--- src/rtl/gray_counter_n.sv ---
// Loadable up/down counter with registered binary and Gray outputs.
// Gray is registered from the next binary value, so both outputs change on the same edge.
module gray_counter_n #(
    parameter int               WIDTH    = 3,
    parameter logic [WIDTH-1:0] RST_VAL  = '0,
    parameter bit               SATURATE = 1'b0
) (
    input  logic             clk,
    input  logic             rst,
    input  logic             en,
    input  logic             up,
    input  logic             ld,
    input  logic             ld_is_gray,
    input  logic [WIDTH-1:0] ld_val,
    output logic [WIDTH-1:0] bin,
    output logic [WIDTH-1:0] gray,
    output logic             wrap,
    output logic             at_max,
    output logic             at_min
);

    localparam logic [WIDTH-1:0] MAX_VAL  = '1;
    localparam logic [WIDTH-1:0] ONE      = {{(WIDTH-1){1'b0}}, 1'b1};
    localparam logic [WIDTH-1:0] RST_GRAY = RST_VAL ^ (RST_VAL >> 1);

    logic [WIDTH-1:0] r_bin;
    logic [WIDTH-1:0] r_gray;
    logic             r_wrap;

    logic [WIDTH-1:0] w_ld_bin;
    logic [WIDTH-1:0] w_next_bin;
    logic             w_next_wrap;

    // Each binary bit is the XOR of all Gray bits at or above it.
    function automatic logic [WIDTH-1:0] gray_to_bin(input logic [WIDTH-1:0] g);
        logic [WIDTH-1:0] b;
        b[WIDTH-1] = g[WIDTH-1];
        for (int i = WIDTH - 2; i >= 0; i--) begin
            b[i] = b[i+1] ^ g[i];
        end
        return b;
    endfunction

    assign w_ld_bin = gray_to_bin(ld_val);

    always_comb begin
        w_next_bin  = r_bin;
        w_next_wrap = 1'b0;
        if (ld) begin
            w_next_bin = ld_is_gray ? w_ld_bin : ld_val;
        end else if (en) begin
            if (up) begin
                if (r_bin != MAX_VAL) begin
                    w_next_bin = r_bin + ONE;
                end else if (!SATURATE) begin
                    w_next_bin  = '0;
                    w_next_wrap = 1'b1;
                end
            end else begin
                if (r_bin != '0) begin
                    w_next_bin = r_bin - ONE;
                end else if (!SATURATE) begin
                    w_next_bin  = MAX_VAL;
                    w_next_wrap = 1'b1;
                end
            end
        end
    end

    always_ff @(posedge clk) begin
        if (rst) begin
            r_bin  <= RST_VAL;
            r_gray <= RST_GRAY;
            r_wrap <= 1'b0;
        end else begin
            r_bin  <= w_next_bin;
            r_gray <= w_next_bin ^ (w_next_bin >> 1);
            r_wrap <= w_next_wrap;
        end
    end

    assign bin    = r_bin;
    assign gray   = r_gray;
    assign wrap   = r_wrap;
    assign at_max = (r_bin == MAX_VAL);
    assign at_min = (r_bin == '0);

endmodule

--- config.mk ---
export PLATFORM = sky130hd
export DESIGN_NAME = gray_counter_n
export DESIGN_NICKNAME = d
export VERILOG_FILES = /design/src/rtl/gray_counter_n.sv
export SDC_FILE = /design/constraint.sdc
export NUM_CORES = 1
export LEC_CHECK = 0
export CAP_MARGIN = 30
export CORE_AREA = 2 2 39 41
export CTS_CLUSTER_DIAMETER = 80
export DETAILED_ROUTE_END_ITERATION = 7
export DIE_AREA = 0 0 41 43
export SLEW_MARGIN = 20
export SYNTH_ARGS = -nofsm -noshare
export SYNTH_HDL_FRONTEND = slang
export SYNTH_SLANG_ARGS = --single-unit
--- constraint.sdc ---
create_clock -name clk -period 1.7 [get_ports clk]
set_clock_uncertainty 0.1 [all_clocks]
set_input_delay 0.34 -clock clk [delete_from_list [all_inputs] [get_ports clk]]
set_output_delay 0.34 -clock clk [all_outputs]
set_load 0.02 [all_outputs]
==> metrics.md, run 1 <==
| Metric | Value |
|---|---|
| Avg Inst Size Synth | `8.92 um^2` |
| Via count | `418` |
| Final setup TNS | `0 ps` |
| Hold Buf Count CTS | `0` |
| Static leakage | `0.341 nW` |
| Max Clk Rate | `0.607 GHz` |
| Die Ht | `43 um` |
| Post-DRT Antenna Nets | `0` |
| Initial antenna violation count | `0` |
| CTS clk-pin slew, worst paths | `50 ps` |
| Clock period minus worst slack | `1650 ps` |
| Placed Cells | `89` |
| Worst-path maximum fanout | `3` |
| Dpl ws | `-257 ps` |
| Overall power | `524 uW` |
| # setup viols final | `0` |
| Final core occ | `0.530` |
| Yosys top cell area share | `0.293` |
| Slew HR | `0.798` |
| Num ports | `18` |
| Worst hold slack | `583 ps` |
| Cell depth of the worst setup path | `7` |
| Site row count | `14` |
| DRC errors left | `0` |
| Vias in the first global route | `376` |
| Placed inst area | `702 um^2` |
| DR WL/cell | `9.98 um` |
| DRT iter0 DRCs | `8` |
| Crit-path slowest cell | `dfxtp_4` |
| Starting Density | `0.297` |
| Worst setup margin | `51.7 ps` |
| CP bufs+invs | `1` |
| Pwr/cell area | `715 nW/um^2` |
| Post-CTS Setup Bufs | `0` |
| Period utilization | `0.970` |
| Mapped Cells | `46` |
| Commonest cells post-synth | `dfxtp_1 (6), inv_1 (5)` |
| Hold Path Depth | `5` |
| Seq/Total Area, Yosys | `0.293` |
| Met3 global-route usage | `0.0628` |
| Worst Setup Path Type | `reg -> reg` |
| Synth Net Count | `59` |
| Clk Latency, worst-skew pair | `250 ps` |
| Final instance area | `733 um^2` |
| # diodes | `0` |
| Dominant synthesized flop cell | `dfxtp_1` |
| First-pass GRT wire length | `1.46 mm` |
| Total CTS buffers | `3` |
| Proportion of layout cells with a drive suffix above 1 | `0.447` |
| Detailed Routing Iterations Pass 1 | `4` |
| Outcome | `finished, final reports clean` |
| Clock sinks | `6` |
| Nets | `91` |
| Cell taking the most area after synthesis | `dfxtp_1` |
| Largest net degree at the start of global routing | `7` |
| Slew of the pin with the lowest slew margin | `303 ps` |
| Fillcell total | `139` |
| Max Cap Violations | `0` |
| DPL Wire Length | `784 um` |
| GP Congestion | `0.725` |
| CP Capture Type | `flop` |
| Register area | `129 um^2` |
| Final WL | `918 um` |
| Finished Layout Cells | `92` |
| CP top delay family | `flip-flops` |
| Core Area | `1380 um^2` |
| Detailed-route vias per instance | `4.54` |
| Hold Vio Cnt, Final | `0` |
| Final Max Tran Viols | `0` |
| Post-synth ARST share | `0` |
| Area growth, synth to finish | `78.7%` |
| HP Class | `in -> reg` |
| CP Data Required Time | `1740 ps` |
| Root buf cell | `clkbuf_4` |
| Clock Path Buffers | `2` |
| Worst-case reg-to-reg path depth | `7` |
| Ys Warns | `0` |
| Top-count cell post-synth | `dfxtp_1` |
| CTS tree | `done` |
| Synth area leaders | `dfxtp_1 (29%), ha_1 (12%), xor2_1 (8.5%), a21oi_1 (4.9%), inv_1 (4.6%)` |
| Total congestion overflow | `0` |
| GRT busiest layer | `met2` |
| #FFs+latches synth | `6` |
| Worst VDD drop | `564 uV` |
| Die area | `1760 um^2` |
| Met2 usage | `0.203` |
| H-tree depth | `1` |
| Startpoint Class | `flop` |
| Synth unique cells | `20` |
| CP max stage delay | `350 ps` |
| Global-route usage over all layers | `0.127` |
| Crit path DAT | `1690 ps` |
| Horiz. Die Dim | `41 um` |
| RSZ-0062 raised after global routing | `yes` |
| Count of input and output buffers | `17` |
| Multi-input logic area | `300 um^2` |
| Mapped cell area | `410 um^2` |
| Met1 usage | `0.129` |
| Post-synth EDFFs | `0` |
| CP cell instances | `inv_2 > ha_2 > xnor2_2 > nand2_1 > a22oi_2 > nor2_1 > mux2_4` |
==> worst paths after layout <==
check | from | endpoint | slack, ps
hold / removal | ld_val[2] | bin[2]$_SDFF_PP0_ | 580
setup / recovery | bin[1]$_SDFF_PP0_ | gray[0]$_SDFF_PP0_ | 50
hold reg to reg | bin[2]$_SDFF_PP0_ | wrap$_SDFF_PP0_ | 650
setup reg to reg | bin[1]$_SDFF_PP0_ | gray[0]$_SDFF_PP0_ | 50
==> metal layers <==
metal  wire length, um  vias to the layer above
met5                 0                        -
li1                  -                      218
met4                21                        0
met3                67                        2
met1               357                      181
met2               472                       17
==> layout make-up <==
| type | count | share of cell area |
|---|---|---|
| timing repair buffer | 28 | 0.331 |
| sequential | 6 | 0.176 |
| clock buffer | 3 | 0.0307 |
| multi-input combinational | 34 | 0.410 |
| inverter | 5 | 0.0256 |
| tap | 16 | 0.0273 |
==> report_power, final <==
| group | internal [mW] | switching (mW) |
|---|---|---|
| Combinational | 0.116 | 0.103 |
| Sequential | 0.157 | 0.00980 |
| Clock | 0.0803 | 0.0584 |
==> layout by cell type (no fill, tap or decap), drive strengths merged <==
| cell type | netlist | routed |
|---|---|---|
| nand2b | 2 | 2 |
| clkbuf | 0 | 4 |
| a21oi | 5 | 5 |
| nor2b | 2 | 2 |
| a22oi | 1 | 1 |
| a2111oi | 1 | 1 |
| xnor2 | 1 | 1 |
| mux2 | 1 | 1 |
| ha | 4 | 4 |
| dlygate4sd2 | 0 | 4 |
| clkdlybuf4s50 | 0 | 9 |
| nor3 | 3 | 3 |
| buf | 1 | 12 |
| a221o | 1 | 1 |
| o31ai | 1 | 1 |
| inv | 5 | 5 |
| dlymetal6s2s | 0 | 2 |
| nand2 | 3 | 3 |
| a211oi | 1 | 1 |
| nor2 | 4 | 4 |
| dfxtp | 6 | 6 |
| xor2 | 4 | 4 |
==> worst register-to-register path, delay by kind of cell, from the launching register on <==
family	cells	cell delay (ps)
buffers and inverters	1	40
AOI/OAI and AO/OA	1	240
adders and majority gates	1	320
xor gates and xnor gates	1	100
and+or+nand+nor	2	130
DFF	1	350
muxes	1	250
==> timing repair <==
item | 4_1_cts | 5_1_grt
gates cloned | 0 | 0
pin swaps | 2 | 7
endpoints found under the hold margin | 0 | 0
setup endpoints to repair | 7 | 3
resized for setup | 12 | 7
==> sequential cells by signal, summed over array words and instances, names as in the netlist <==
name  flops
wrap      1
gray      2
bin       3
==> cell families (layout without fill, tap and decap cells) <==
group | Yosys count | count (layout) | share of synthesized area
fa+ha+maj | 4 | 4 | 0.122
flops | 6 | 6 | 0.293
simple gates | 14 | 14 | 0.168
mux | 1 | 1 | 0.0366
compound gates | 10 | 10 | 0.210
xor+xnor | 5 | 5 | 0.107
buf+inv | 6 | 36 | 0.0640
Note: power is estimated with default switching activity, not from simulation.
==> inputs of run 2 (changes only) <==
Settings changed: ABC_CLOCK_PERIOD_IN_PS from default to 1700.
==> results of run 2 <==
No change in the layout: final DEF, timing and power equal those of run 1.
